[src/rtl/store_buffer.sv]
// Store buffer between the MEM stage and the word-addressed data memory.
// Queues word stores, drains them in idle load cycles, forwards to loads.
module store_buffer #(
    parameter int DEPTH = 4,
    parameter int PTR_W = 2
) (
    input  logic             Clk,
    input  logic             reset,
    input  logic             st_valid,
    input  logic [31:0]      st_addr,
    input  logic [31:0]      st_data,
    output logic             st_ready,
    input  logic             ld_valid,
    input  logic [31:0]      ld_addr,
    output logic [31:0]      ld_data,
    output logic             ld_fwd,
    output logic [31:0]      MemAddr,
    output logic [31:0]      Memdata,
    output logic             MemWrite,
    input  logic [31:0]      Memout,
    output logic             sb_empty,
    output logic [PTR_W:0]   sb_count
);

    localparam logic [PTR_W-1:0] PTR_ONE = PTR_W'(1);
    localparam logic [PTR_W:0]   CNT_ONE = (PTR_W+1)'(1);
    localparam logic [PTR_W:0]   CNT_MAX = (PTR_W+1)'(DEPTH);

    logic [29:0]      addr_q [DEPTH];
    logic [31:0]      data_q [DEPTH];
    logic [PTR_W-1:0] head_q, head_d;
    logic [PTR_W-1:0] tail_q, tail_d;
    logic [PTR_W:0]   count_q, count_d;

    logic full;
    logic enq;
    logic drain;

    assign full     = (count_q == CNT_MAX);
    assign sb_empty = (count_q == '0);
    assign sb_count = count_q;
    assign st_ready = !full;

    assign enq   = st_valid && !full;
    assign drain = !sb_empty && !ld_valid && !reset;

    // Loads own the read port; drain only when the port is free.
    always_comb begin
        MemAddr  = 32'h0;
        Memdata  = 32'h0;
        MemWrite = 1'b0;
        if (ld_valid) begin
            MemAddr = ld_addr;
        end else if (drain) begin
            MemAddr  = {addr_q[head_q], 2'b00};
            Memdata  = data_q[head_q];
            MemWrite = 1'b1;
        end
    end

    // Walk oldest to youngest so the last hit is the youngest match.
    logic [PTR_W-1:0] idx;
    logic             hit;
    logic [31:0]      hit_data;

    always_comb begin
        idx      = head_q;
        hit      = 1'b0;
        hit_data = 32'h0;
        for (int i = 0; i < DEPTH; i++) begin
            idx = head_q + PTR_W'(i);
            if (((PTR_W+1)'(i) < count_q) &&
                (addr_q[idx] == ld_addr[31:2])) begin
                hit      = 1'b1;
                hit_data = data_q[idx];
            end
        end
    end

    assign ld_fwd  = hit;
    assign ld_data = hit ? hit_data : Memout;

    always_comb begin
        head_d  = head_q;
        tail_d  = tail_q;
        count_d = count_q;
        if (enq) begin
            tail_d = tail_q + PTR_ONE;
        end
        if (drain) begin
            head_d = head_q + PTR_ONE;
        end
        unique case ({enq, drain})
            2'b10:   count_d = count_q + CNT_ONE;
            2'b01:   count_d = count_q - CNT_ONE;
            default: count_d = count_q;
        endcase
    end

    always_ff @(posedge Clk) begin
        if (reset) begin
            head_q  <= '0;
            tail_q  <= '0;
            count_q <= '0;
        end else begin
            head_q  <= head_d;
            tail_q  <= tail_d;
            count_q <= count_d;
        end
    end

    always_ff @(posedge Clk) begin
        if (enq) begin
            addr_q[tail_q] <= st_addr[31:2];
            data_q[tail_q] <= st_data;
        end
    end

endmodule

[config.mk]
export PLATFORM = sky130hd
export DESIGN_NAME = store_buffer
export DESIGN_NICKNAME = d
export VERILOG_FILES = /design/src/rtl/store_buffer.sv
export SDC_FILE = /design/constraint.sdc
export NUM_CORES = 1
export LEC_CHECK = 0
export BUFFER_PORTS_ARGS = -buffer_cell sky130_fd_sc_hd__clkbuf_2
export CAP_MARGIN = 0
export CORE_UTILIZATION = 40
export DETAILED_ROUTE_END_ITERATION = 8
export PLACE_DENSITY = 0.65
export RECOVER_POWER = 50
export SETUP_SLACK_MARGIN = 0.1
export SLEW_MARGIN = 20
export SYNTH_ARGS = -nofsm -noshare
export SYNTH_HDL_FRONTEND = slang
export SYNTH_SLANG_ARGS = --single-unit
[constraint.sdc]
create_clock -name Clk -period 5.3 [get_ports Clk]
set_input_delay 1.06 -clock Clk [delete_from_list [all_inputs] [get_ports Clk]]
set_output_delay 1.06 -clock Clk [all_outputs]
set_load 0.01 [all_outputs]
* After elaboration in Yosys (flattened, before gate mapping)
Memories as Yosys holds them, arrays and structs flattened. A register that Yosys moved wholly into a read port is not among the register bits.
Index checks and enable logic that the tools add are counted.
** Storage, ports and cells
- Flip-flop bits (word level) :: 7
- Memory bits (writable) :: 248
- Input bits :: 132
- Output and inout port bits :: 103
- Logic and storage cells :: 57
- Memories kept :: 2
** Memories
- data_q :: words 4, bits a word 32, read ports 4, clocked after Yosys merged registers in 1, write ports 1, RTL line 30 : logic [31:0] data_q [DEPTH];
- addr_q :: words 4, bits a word 30, read ports 4, clocked after Yosys merged registers in 1, write ports 1, RTL line 29 : logic [29:0] addr_q [DEPTH];
** Cells by class
- Add/sub/neg operators :: 6
- Order comparisons :: 4
- Eq/ne operators :: 7
- Multiplexer cells :: 22
- Reductions and logical operators :: 13
** Operators by type and width (number)
- $mux 32 :: 9
- $eq 30x30->1 :: 4
- $mux 1 :: 8
- $mux 2 :: 4
- $logic_and 1x1->1 :: 7
- $lt 1x3->1 const A :: 2
- $lt 2x3->1 const A :: 2
- $pmux 3 s2 :: 1
- $add 2x1->2 const B :: 2
- $add 2x2->2 const B :: 2
- $logic_not 1->1 :: 4
- $add 3x1->3 const B :: 1
- $eq 3x3->1 const B :: 1
- $logic_not 3->1 :: 1
- $sub 3x1->3 const B :: 1
- $eq 2x1->1 const B :: 1
- $eq 2x2->1 const B :: 1
- $reduce_bool 2->1 :: 1

* Depth between registers and ports, before layout
An unclocked memory read counts as a cell.
- Depth after elaboration :: 8
- Mapped depth :: 16
- Mapped depth without buffers :: 10

* Worst setup path after synthesis
OpenSTA, ideal clock, no wires.
- Kind :: input to output
- Start point :: input port ld_addr[9]
- End point :: output port ld_data[10]
- Arrival time :: 3328 ps
- Required time :: 4240 ps
- Path slack :: 912 ps
- Cell stages on the path :: 11
- Path buffers :: 3
- Path through :: buf_1 -> xnor2_1 -> a221o_1 -> a2111oi_0 -> nand2_1 -> and3b_1 -> buf_4 -> buf_2 -> nand3_1 -> a311o_1 -> nand2_1
** Between the ends
- Longest elaborated chain between the ends :: 7
- Elaborated cells on any way between the ends :: 17
- Classes of those cells :: eq/ne (4); mux (9); reduce/logical (4)
** RTL lines
- from (decl) :: RTL line 14 : input logic [31:0] ld_addr,
- $eq 30x30->1 :: RTL line 73 : (addr_q[idx] == ld_addr[31:2])) begin
- $logic_and 1x1->1 :: RTL line 72 : if (((PTR_W+1)'(i) < count_q) &&
- $mux 32 / $mux 1 (equally long branches) (4 in a row) :: RTL line 72
- $mux 32 (*) :: RTL line 81 : assign ld_data = hit ? hit_data : Memout;
- to (decl) :: RTL line 15 : output logic [31:0] ld_data,
Mark *: on every way between the ends. The rest lies on a longest branch, timed or not.

* Worst setup path in the final report
- Start point :: register head_q[0]
- End point :: output port ld_data[31]
** Between the ends
- Longest elaborated chain between the ends :: 8
- Elaborated cells on any way between the ends :: 18
- Classes of those cells :: add/sub (3); eq/ne (3); mux (7); reduce/logical (3); memory (2)
** RTL lines
- from (decl) :: RTL line 31 : logic [PTR_W-1:0] head_q, head_d;
- from (signal assigned) :: RTL line 102 : head_q <= '0;
- from (signal assigned) :: RTL line 106 : head_q <= head_d;
- $add 2x1->2 :: RTL line 71 : idx = head_q + PTR_W'(i);
- $mem_v2 4x30
- $eq 30x30->1 :: RTL line 73
- $logic_and 1x1->1 :: RTL line 72
- $mux 32 / $mux 1 (equally long branches) (3 in a row) :: RTL line 72
- $mux 32 (*) :: RTL line 81
Marks and branches as above.

==> metrics.md <==
| Metric | Value |
|---|---|
| Status | `finished with violations` |
| Failing checks | `capacitance limit, slew limit` |
| Detailed placement HPWL | `between 30 and 40 mm` |
| Clock skew | `0.01212 ns` |
| 1st-iter DRT viols | `1,379` |
| Reg power frac | `34.9%` |
| CTS tree | `built` |
| Cell Rows | `77` |
| ANT nets after route | `0` |
| Syn_nets | `~1,500` |
| Xor and xnor area share after synthesis | `~5.2%` |
| Number of H-tree levels | `1` |
| Hold_buf cts | `0` |
| Post-synthesis register bit count | `257` |
| Vias | `about 13,000` |
| Worst IR drop on VDD | `between 200 and 300 uV` |
| Max FO, Critical Path | `8` |
| Height of the die | `214.0 um` |
| Switching Share | `31.14%` |
| Largest net degree at the start of global routing | `73` |
| Starting Density | `a little over 40%` |
| Worst skew pair latency | `a little under 0.6 ns` |
| CTS sink cnt | `257` |
| Pre-antenna DRT Iters | `5` |
| Post-synthesis mux area share | `30.72%` |
| Critical path startpoint category | `flip-flop` |
| Data arrival, critical path | `4.07 ns` |
| Port Buffer Count | `between 200 and 250` |
| Pwr Density | `~330 nW/um^2` |
| Clk pwr share | `30.3%` |
| Vias in the first global route | `between 10,000 and 15,000` |
| Fin crit share | `between 90% and 100%` |
| Final setup violation count | `0` |
| Tmin final | `slightly above 5 ns` |
| Fmax | `slightly below 0.2 GHz` |
| Final wirelength | `about 57 mm` |
| FILL cells | `between 3,000 and 4,000` |
| Area share of fa/ha/maj cells after synthesis | `less than 1%` |
| Slew headroom | `-84.10%` |
| Via density | `just over 6` |
| Critical Path RT | `4.24 ns` |
| Placeable Area | `approximately 44,000 um^2` |
| Syn Std Cell Area | `around 18,000 um^2` |
| Ys async rst share | `0%` |
| EDFF count, synth | `about 250` |
| Die area | `~46,000 um^2` |
| Mean area per synthesized cell | `~13 um^2` |
| Boundary Pins | `approximately 240` |
| First-pass GRT wire length | `approximately 84 mm` |
| Clk Tree Root Cell | `clkbuf_16` |
| Post-synth top flop | `edfxtp_1` |
| Post-Synth Simple-Gate Area | `8.715%` |
| NetSw | `roughly 2.2 mW` |
| Total track usage | `approximately a quarter` |
| Leakage | `between 7 and 8 nW` |
| Unrepaired setup endpoints after global routing | `false` |
| Worst Path Class, Setup | `flip-flop to output port` |
| TNS Setup | `0 ns` |
| Longest Clk Path Bufs | `3` |
| Hold Path Cell Cnt | `2` |
| Die Span X | `between 200 and 250 um` |
| Initial antenna violation count | `4` |
| Placer Congestion | `~0.93` |
| Area growth from synthesis to layout | `19.53%` |
| Num CTS Buffers | `30` |
| Setup WS post-layout | `~0.17 ns` |
| Compound-gate portion of the synthesized area | `between 7 and 8%` |
| Share of layout cells above drive strength 1 | `36.03%` |
| Final hold vios | `0` |
| Pre-CTS worst setup slack | `0.2173 ns` |
| Distinct cell type count after synthesis | `59` |
| Pint | `just under 5 mW` |
| Worst slew pin tran | `between 2 and 3 ns` |
| Routed len/inst | `about 26 um` |
| Reg2reg setup slack | `between 1 and 1.5 ns` |
| Comb pwr share | `a little over a third` |
| Share of the yosys chip area belonging to registers | `about 42%` |
| Max Slew Vio Count | `between 80 and 90` |
| Final Net Count | `~1,700` |
| Largest family of logic cells by synthesized area | `multiplexers` |
| FF-to-FF path depth | `5` |
| YS warnings | `0` |
| DR DRC count | `0` |
| Gr ovfl total | `0` |
| Max-Cap Viols | `2` |
| Post-Synthesis Cells | `1,348` |
| Clk slew on worst S/H paths | `roughly 0.060 ns` |
| Crit end category | `output port` |
| Hold Crit Class | `flip-flop to flip-flop` |
-- stage by stage --
step                util [%]  cells  total power [mW]  hold slack [ns]  area, um^2
floorplan                  -   1348             4.182           0.5382       17970
global placement       44.61   2098             4.782           0.5561       19770
detailed placement     44.63   2099             4.812           0.5678       19780
CTS                    47.96   2178             7.073           0.5796       21250
global route           48.47   2196             7.429           0.6382       21480
finish                 48.48   2198             7.161           0.5802       21480
-- power by group through the flow --
stage / logic, mW / clock network [mW] / registers (mW)
after floorplan: 1.70 / 0 / 2.49
after global placement: 2.23 / 0 / 2.56
after detailed placement: 2.24 / 0 / 2.57
after CTS: 2.38 / 2.20 / 2.49
after global routing: 2.64 / 2.27 / 2.52
final: 2.49 / 2.17 / 2.50
-- cells by family (layout without fill, tap and decap cells) --
group | Yosys count | after routing
other cells | 0 | 2
xor+xnor | 107 | 107
flops | 257 | 257
mux | 326 | 326
compound gates | 180 | 180
fa+ha+maj | 9 | 9
simple gates | 320 | 320
buf+inv | 149 | 405
-- path summary, 6_finish.rpt --
kind / startpoint / endpoint
max: head_q[0] / ld_data[31]
min: tail_q[0] / tail_q[0]
max reg2reg: sb_count[0] / data_q[0][0]
min reg2reg: tail_q[0] / tail_q[0]
-- cell type report --
type / instances / area, um^2 / share of cell area [%]
clock inverters: 18 / 229.0 / 1.066
clock buffers: 37 / 807.0 / 3.756
inverters: 18 / 67.56 / 0.3145
diodes: 2 / 5.005 / 0.02330
flip-flops and latches: 257 / 7642 / 35.57
multi-input cells: 942 / 9736 / 45.31
repair buffers: 332 / 2257 / 10.51
well taps: 592 / 740.7 / 3.448
-- cell usage in the layout, fill, tap and decap left out, types with 9 or more instances in the layout --
cell	netlist	routed
clkbuf_1	56	67
mux4_2	178	178
inv_1	17	16
nor2b_1	33	33
buf_12	0	19
mux2i_1	123	114
a21oi_1	21	21
edfxtp_1	248	248
a22o_1	14	14
a21oi_2	24	24
o22ai_1	16	16
clkbuf_16	0	32
nand2_1	101	100
nor2_1	63	63
buf_4	11	69
o21ai_0	20	20
clkbuf_2	0	167
xnor2_1	81	78
ha_1	9	9
a311o_1	32	32
and2_1	36	35
mux2_2	25	25
nand4_1	21	21
nand3_1	36	36
xor2_1	26	25
-- critical path, cell delays in order (launching register included) --
cell      delay [ns]
dfxtp_4         0.44
buf_12          0.16
buf_8           0.11
mux4_2          0.52
xnor2_2         0.21
nand4_1         0.21
nor4bb_1        0.36
nand4b_1        0.13
buf_4           0.18
nor2_4          0.16
o31ai_4         0.13
buf_12          0.16
buf_12          0.14
a311o_1         0.31
nand2_1         0.10
clkbuf_2        0.14
-- layer usage --
metal / global-route usage (%) / up-vias / routed length [um] / share of wire, %
met5: 0 / - / 41 / 0.072
met4: 7.362 / 6 / 1443 / 2.5
met3: 3.767 / 95 / 4755 / 8.4
met2: 38.61 / 632 / 26750 / 47
met1: 33.85 / 6823 / 23760 / 42
li1: - / 5828 / - / -
-- flip-flops by register name, indices dropped and copies added, names as in the netlist, named ones only --
signal,count
tail_q,2
data_q,128
addr_q,120
sb_count,3
head_q,2
-- Yosys cell counts, drive strengths merged (4+ instances only) --
cell type	count	area, um^2
edfxtp	248	7447
mux4	178	4009
mux2i	123	1231
nand2	101	379.1
xnor2	81	709.4
buf	75	505.5
nor2	64	242.7
clkbuf	56	210.2
a21oi	45	315.3
and2	36	225.2
nand3	36	180.2
nor2b	33	206.5
a311o	32	320.3
xor2	26	227.7
mux2	25	281.5
nand4	21	131.4
o21ai	20	100.1
inv	17	63.81
o22ai	16	100.1
a22o	14	122.6
a221oi	9	78.83
dfxtp	9	180.2
ha	9	112.6
nor3	6	35.03
o2111ai	6	52.55
a2111oi	5	43.79
a32o	5	50.05
and3	4	25.02
o211ai	4	30.03
or3	4	25.02
-- repair_timing --
action / CTS / global route
setup endpoints to repair: 32 / 32
cloned: 3 / 2
pin swaps: 4 / 11
setup buffers: 21 / 16
gates resized for setup: 14 / 32
Power figures use the tool's default switching activity.
